--- src/rtl/wb_port_arbiter.sv ---
`default_nettype none
// wb_port_arbiter: shares the register-file write port between WB and a buffered long-latency unit,
// with a starvation counter that forces a drain by stalling the pipeline.
module wb_port_arbiter #(
  parameter int DBITS        = 32,
  parameter int REGNOBITS    = 5,
  parameter int REGWORDS     = 32,
  parameter int FIFO_DEPTH   = 2,
  parameter int STARVE_LIMIT = 4,
  localparam int CNTBITS     = ($clog2(STARVE_LIMIT + 1) > 3) ? $clog2(STARVE_LIMIT + 1) : 3
) (
  input  logic                 clk,
  input  logic                 reset,
  input  logic                 pipe_valid,
  input  logic                 pipe_wr_reg,
  input  logic [REGNOBITS-1:0] pipe_wregno,
  input  logic [DBITS-1:0]     pipe_regval,
  output logic                 pipe_stall,
  input  logic                 ll_valid,
  input  logic [REGNOBITS-1:0] ll_wregno,
  input  logic [DBITS-1:0]     ll_regval,
  output logic                 ll_ready,
  output logic                 wr_reg,
  output logic [REGNOBITS-1:0] wregno,
  output logic [DBITS-1:0]     regval,
  output logic [REGWORDS-1:0]  pend_mask,
  output logic [CNTBITS-1:0]   starve_cnt
);

  localparam int AW = $clog2(FIFO_DEPTH);

  logic [REGNOBITS-1:0] mem_regno_q [FIFO_DEPTH];
  logic [DBITS-1:0]     mem_val_q   [FIFO_DEPTH];
  logic [AW-1:0]        rd_ptr_q, rd_ptr_d;
  logic [AW-1:0]        wr_ptr_q, wr_ptr_d;
  logic [AW:0]          count_q, count_d;
  logic [CNTBITS-1:0]   starve_q, starve_d;

  logic pipe_req, ll_req, full, force_drain, push, grant_ll, grant_pipe;
  logic [REGNOBITS-1:0] head_regno;
  logic [DBITS-1:0]     head_val;

  assign pipe_req    = pipe_valid & pipe_wr_reg;
  assign ll_req      = (count_q != '0);
  assign full        = (count_q == (AW + 1)'(FIFO_DEPTH));
  assign force_drain = ll_req && (starve_q == CNTBITS'(STARVE_LIMIT));
  assign ll_ready    = !reset && !full;
  assign push        = ll_valid && ll_ready;
  assign head_regno  = mem_regno_q[rd_ptr_q];
  assign head_val    = mem_val_q[rd_ptr_q];
  assign starve_cnt  = starve_q;

  // Grants are suppressed during reset so no write escapes in the reset cycle.
  always_comb begin
    grant_ll   = 1'b0;
    grant_pipe = 1'b0;
    wr_reg     = 1'b0;
    wregno     = '0;
    regval     = '0;
    pipe_stall = 1'b0;
    if (!reset) begin
      if (ll_req && (!pipe_req || force_drain)) begin
        grant_ll   = 1'b1;
        wregno     = head_regno;
        regval     = head_val;
        wr_reg     = (head_regno != '0);
        pipe_stall = pipe_req;
      end else if (pipe_req) begin
        grant_pipe = 1'b1;
        wregno     = pipe_wregno;
        regval     = pipe_regval;
        wr_reg     = (pipe_wregno != '0);
      end
    end
  end

  always_comb begin
    rd_ptr_d = rd_ptr_q + AW'(grant_ll);
    wr_ptr_d = wr_ptr_q + AW'(push);
    count_d  = count_q + (AW + 1)'(push) - (AW + 1)'(grant_ll);
    starve_d = starve_q;
    if (!ll_req || grant_ll) begin
      starve_d = '0;
    end else if (grant_pipe && (starve_q != CNTBITS'(STARVE_LIMIT))) begin
      starve_d = starve_q + 1'b1;
    end
  end

  always_comb begin
    logic [AW-1:0] offs;
    offs      = '0;
    pend_mask = '0;
    for (int i = 0; i < FIFO_DEPTH; i++) begin
      offs = AW'(i) - rd_ptr_q;
      if (((AW + 1)'(offs) < count_q) && (mem_regno_q[i] != '0)) begin
        pend_mask[mem_regno_q[i]] = 1'b1;
      end
    end
  end

  always_ff @(posedge clk) begin
    if (reset) begin
      rd_ptr_q <= '0;
      wr_ptr_q <= '0;
      count_q  <= '0;
      starve_q <= '0;
    end else begin
      rd_ptr_q <= rd_ptr_d;
      wr_ptr_q <= wr_ptr_d;
      count_q  <= count_d;
      starve_q <= starve_d;
    end
  end

  // Storage needs no reset: occupancy alone decides which entries are live.
  always_ff @(posedge clk) begin
    if (push) begin
      mem_regno_q[wr_ptr_q] <= ll_wregno;
      mem_val_q[wr_ptr_q]   <= ll_regval;
    end
  end

endmodule
`default_nettype wire

--- config.mk ---
export PLATFORM = sky130hd
export DESIGN_NAME = wb_port_arbiter
export DESIGN_NICKNAME = d
export VERILOG_FILES = /design/src/rtl/wb_port_arbiter.sv
export SDC_FILE = /design/constraint.sdc
export NUM_CORES = 1
export LEC_CHECK = 0
export ABC_AREA = 1
export ABC_CLOCK_PERIOD_IN_PS = 4580
export BUFFER_PORTS_ARGS = -buffer_cell sky130_fd_sc_hd__buf_2
export CAP_MARGIN = 10
export CORE_ASPECT_RATIO = 0.6
export CORE_MARGIN = 5
export CORE_UTILIZATION = 54
export CTS_CLUSTER_SIZE = 28
export DETAILED_ROUTE_END_ITERATION = 16
export GPL_TIMING_DRIVEN = 0
export PLACE_DENSITY = 0.84
export SKIP_CTS_REPAIR_TIMING = 1
export SYNTH_ARGS = -nofsm -noshare
export SYNTH_HDL_FRONTEND = slang
export SYNTH_SLANG_ARGS = --single-unit
--- constraint.sdc ---
create_clock -name clk -period 4.58 [get_ports clk]
set_input_delay 0.687 -clock clk [delete_from_list [all_inputs] [get_ports clk]]
set_output_delay 0.687 -clock clk [all_outputs]
set_load 0.005 [all_outputs]
Word level (Yosys, flattened, before mapping)
Memory sizes are Yosys's and may differ from the RTL's. A register that Yosys moved wholly into a read port is not among the register bits. Cells that the tools add are included. Widths: inputs -> output; s select.

$lt $le $gt $ge: 6. Add/subtract/negate cells: 7. Mux-type cells: 26. Reductions and logical operators: 21. Equal/unequal tests: 3. Bitwise logic cells: 2.

Operator list (count): $mux 32 (5); $or 32x32->32 (1); $reduce_bool 5->1 (4); $mux 1 (16); $mux 5 (3); $lt 5x6->1 const B (2); $demux 1 s5 (2); $ge 5x1->1 const B (2); $logic_and 1x1->1 (9); $logic_not 1->1 (4); $lt 1x2->1 (2); $add 3x1->3 const B (1); $eq 3x3->1 const B (1); $ne 3x3->1 const B (1); $add 1x1->1 (2); $add 2x1->2 (1); $eq 2x2->1 const B (1); $logic_or 1x1->1 (2); $reduce_bool 2->1 (1); $reduce_or 2->1 (1); $sub 1x1->1 const A (2); $sub 2x1->2 (1); $and 1x1->1 (1).

Memories kept: 2. Logic and storage cells: 71. Bits in writable memories: 74. Bits in registers: 7. Input bits: 79.

Memory list: mem_val_q (words 2, bits a word 32, rd ports 1, clocked after memory_dff 1, wr ports 1, RTL line 33) `logic [DBITS-1:0] mem_val_q [FIFO_DEPTH];`; mem_regno_q (words 2, bits a word 5, rd ports 3, clocked after memory_dff 1, wr ports 1, RTL line 32) `logic [REGNOBITS-1:0] mem_regno_q [FIFO_DEPTH];`.

Logic depth before layout (Yosys ltp)
Depth after elaboration: 8. Mapped depth: 14.

Least setup slack after synthesis
No wires, ideal clock.

Kind: input to register. From: input reset. To: memory mem_regno_q[1][0], enable pin. Slack: 2205 ps. Stages on the path: 4. Buffers on the path: 0. Arrival: 1977 ps. Required time: 4182 ps. Cell sequence: a21oi_1 nand2_1 inv_1 ha_1.

Word-level cells in the longest chain between the ends: 5.

RTL lines: from (decl) (RTL line 13) `input logic reset,`; $logic_not 1->1; $logic_and 1x1->1 (RTL line 47) `assign ll_ready = !reset && !full;`; $logic_and 1x1->1 (RTL line 48) `assign push = ll_valid && ll_ready;`; $mux 1 (RTL line 117) `if (push) begin`; $mux 1 (implied by the code) (RTL line 118) `mem_regno_q[wr_ptr_q] <= ll_wregno;`; to (decl) (RTL line 32).

Every way passes these cells.

Final worst setup path
From: register starve_q[0] (netlist: starve_cnt[0]). To: output regval[21].

Word-level cells in the longest chain between the ends: 6.

RTL lines: from (decl) (RTL line 37) `logic [CNTBITS-1:0] starve_q, starve_d;`; from (signal assigned) (RTL line 111) `starve_q <= starve_d;`; $eq 3x3->1 (RTL line 46) `assign force_drain = ll_req && (starve_q == CNTBITS'(STARVE_LIMIT));`; $logic_and 1x1->1 (RTL line 46); $logic_or 1x1->1 (RTL line 62) `if (ll_req && (!pipe_req || force_drain)) begin`; $logic_and 1x1->1 (RTL line 62); $mux 32 (RTL line 62); $mux 32 (RTL line 61) `if (!reset) begin`; to (decl) (RTL line 25) `output logic [DBITS-1:0] regval,`.

Every way passes these cells.

==> impl_metrics.csv <==
group,metric,value,unit
outcome,status,"finished, final reports clean",
setup_path,start_kind,"flop",
floorplan,core_area,7757,um2
synthesis,synth_seq_area_share,55.86,%
route,final_antenna_net_count,0,
timing,fmax,369.9,MHz
setup_path,critPathMaxFanout,10,
timing,setup_tns,0,ps
route,firstDrtPassIters,5,
synthesis,synth.distinct_cells,31,
route,drt-initial-drc-count,225,
synthesis,synthAdderAreaFrac,1.775,%
route,vias_per_cell,5.358,
clock_network,clk_pin_slew,60,ps
setup_path,rrSetupSlack,2210,ps
setup_path,worstPathArrival,2020,ps
clock_network,root_buffer,"clkbuf_16",
synthesis,synth-simple-area-share,21.60,%
clock_network,clkSinkCount,81,
route,via_count,3783,
setup_path,crit_path_start,"starve_cnt[0]",
layout,layout-drive-gt1-share,36.79,%
placed_design,post_dp_cell_area,5157,um2
placed_design,portBuffers,152,
timing,fin_crit_sh,59.03,%
setup_path,ff2ff_path_depth,14,
setup_path,rr_startpoint,"starve_cnt[0]",
grt,grt_busiest_layer,"met2",
clock_network,clk_latency,330,ps
floorplan,fp.dieH,78.55,um
grt,gr-usage-met1,31.10,%
synthesis,ys_warn_count,0,
layout,final_nets,678,
synthesis,synth_top_family_by_area,"simple AND/OR/NAND/NOR gates",
setup_path,crit_type,"reg -> out",
setup_path,rr_endpoint,"count_q[1]",
grt,antenna_found_initial,0,
power_and_ir_drop,power.total,2.398,mW
layout,fin_area,5484,um2
layout,multi_input_area,1620,um2
layout,final_core_util,70.69,%
grt,overflow,0,
grt,grt_usage,23.21,%
layout,antennaDiodeCount,0,
route,wl_per_cell,16.13,um
job,cap_violations,0,
power_and_ir_drop,p_leak,2.365,nW
placed_design,place.gp.congestion,0.9012,
clock_network,cts_tree,"built",
setup_path,crit_end,"regval[21]",
synthesis,synthCells,429,
setup_path,required,3890,ps
route,wl,11390,um
timing,fin_ws,1876,ps
layout,area.growth.synth_to_final,29.67,%
route,drc,0,
timing,skew,10.78,ps
synthesis,synth_compound_area_share,10.30,%
timing,hold_viol_final,0,
timing,rsz0062_at_grt,"false",
clock_network,cts-htree-levels,3,
floorplan,start_util,54.52,%
grt,grt_pass1_wl,17970,um
floorplan,row_count,25,
grt,grt_pass1_vias,3640,
min_path,min_path_type,"reg -> reg",
placed_design,hpwl,8689,um
synthesis,synthXorXnorAreaFrac,0.4142,%
layout,regArea,2362,um2
timing,post-route-min-period,2704,ps
power_and_ir_drop,pwr_density_cell,437.2,nW/um2
layout,fillers,579,
floorplan,ios,154,
grt,groute.layer.met2.usage,37.12,%
placed_design,dpl_worst_slack,2019,ps
grt,grtUsageMet3,6.526,%
clock_network,cts_inserted_buffers,9,
grt,grt_max_degree,38,
floorplan,dieArea,9760,um2
timing,tightestPinTransition,963.7,ps
clock_network,clockBufferDepth,2,
floorplan,fp.dieW,124.3,um
timing,setup_violations,0,
timing,slew_headroom,35.76,%
synthesis,synth_area,4229,um2
power_and_ir_drop,ir_drop,0.2749,mV
timing,final-max-slew-violation-count,0,
setup_path,crit_path_end_kind,"primary output",
synthesis,synthMuxAreaShare,4.024,%
synthesis,ys_ff_latch,81,
synthesis,synth_nets,514,
synthesis,synth.avg_cell_area,9.858,um2
state kept, by name, indices dropped and copies added (netlist names):
signal	cells
count_q	2
mem_regno_q	10
mem_val_q	64
rd_ptr_q	1
starve_cnt	3
wr_ptr_q	1
Yosys cell counts:
master	instances	area share (%)
o21ai_0	2	0.24
nor3_1	10	1.2
inv_2	4	0.35
buf_6	4	1.1
nor2_1	11	0.98
buf_2	2	0.24
a21oi_2	10	2.1
a21oi_1	9	1.1
xnor2_1	2	0.41
nor2_2	5	0.74
o21ai_1	47	5.6
nand2_2	5	0.74
clkinv_1	1	0.089
conb_1	1	0.089
o21bai_4	1	0.44
ha_1	6	1.8
buf_4	8	1.4
o31ai_1	3	0.53
nand2_1	138	12
nor2_4	1	0.27
dfxtp_1	7	3.3
o21ai_4	1	0.38
buf_8	1	0.35
inv_6	1	0.21
clkbuf_1	2	0.18
nor3_2	3	0.71
edfxtp_1	74	53
nand3_1	26	3.1
mux2i_1	17	4.0
inv_1	23	2.0
nand3_4	4	1.7
kinds of logic (layout without fill, tap and decap cells):
family                     count (synthesis)  in the layout
xor gates and xnor gates                   2              2
muxes                                     17             17
and+or+nand+nor                          203            203
buffers and inverters                     46            215
other                                      1              1
adders and majority gates                  6              6
AOI/OAI and AO/OA                         73             73
DFF                                       81             81
cell type report:
| cell class | count | share of cell area, % |
|---|---|---|
| Sequential cell | 81 | 43.08 |
| Multi-Input combinational cell | 302 | 29.55 |
| Timing Repair Buffer | 153 | 14.37 |
| Clock buffer | 10 | 4.175 |
| Buffer | 17 | 2.510 |
| Tap cell | 108 | 2.464 |
| Inverter | 29 | 2.076 |
| Clock inverter | 6 | 1.780 |
per-layer routing:
metal / vias to the layer above / routed length, um / share of wire [%]
met1: 1759 / 4981 / 44
met5: - / 0 / 0
met3: 26 / 1026 / 9.0
met2: 202 / 5157 / 45
li1: 1796 / - / -
met4: 0 / 222 / 1.9
stage by stage:
step,hold slack [ps],std cells
after floorplan,443.5,429
after global placement,438.4,689
after detailed placement,457.3,690
after CTS,473.0,706
after global routing,502.0,706
final,469.8,706
power by group:
group          internal (mW)  switching [mW]
registers              0.873          0.0356
logic                  0.274           0.438
clock network          0.486           0.290
how the worst min path moves through the flow:
| stage | from | to | slack [ps] | cells past startpoint |
|---|---|---|---|---|
| finish | starve_cnt[0] | starve_cnt[0] | 470 | 1 |
| detailed placement | starve_cnt[0] | starve_cnt[0] | 460 | 1 |
| global placement | starve_cnt[0] | starve_cnt[0] | 440 | 1 |
| CTS | starve_cnt[0] | starve_cnt[0] | 470 | 1 |
| floorplan | starve_cnt[0] | starve_cnt[0] | 440 | 1 |
| global route | starve_cnt[0] | starve_cnt[0] | 500 | 1 |
critical path: stages, from the launching register on:
cell and delay [ps]:
dfxtp_1 380, inv_1 60, ha_1 210, nand2_2 120, inv_2 40, nor2_2 170, nor2_4 60, nand2_2 210
buf_4 230, o21ai_1 80, buf_2 130
cell usage in the layout (no fill, tap or decap), types with 2 or more instances in the layout:
| cell type | Yosys | layout |
|---|---|---|
| nor3_2 | 3 | 3 |
| o21ai_1 | 47 | 47 |
| nand3_1 | 26 | 26 |
| nor3_1 | 10 | 10 |
| ha_2 | 0 | 2 |
| mux2i_1 | 17 | 17 |
| bufinv_16 | 0 | 2 |
| edfxtp_1 | 74 | 74 |
| o21ai_0 | 2 | 2 |
| nand3_4 | 4 | 4 |
| o31ai_1 | 3 | 3 |
| xnor2_1 | 2 | 2 |
| inv_2 | 4 | 4 |
| buf_4 | 8 | 8 |
| dfxtp_1 | 7 | 7 |
| inv_6 | 1 | 3 |
| nor2_2 | 5 | 5 |
| buf_2 | 2 | 154 |
| nand2_2 | 5 | 5 |
| ha_1 | 6 | 4 |
| clkbuf_1 | 2 | 3 |
| a21oi_2 | 10 | 10 |
| a21oi_1 | 9 | 9 |
| inv_1 | 23 | 23 |
| nor2_1 | 11 | 11 |
| clkbuf_16 | 0 | 9 |
| nand2_1 | 138 | 138 |
| buf_6 | 4 | 4 |
No activity file was read; power rests on OpenSTA's default activity.
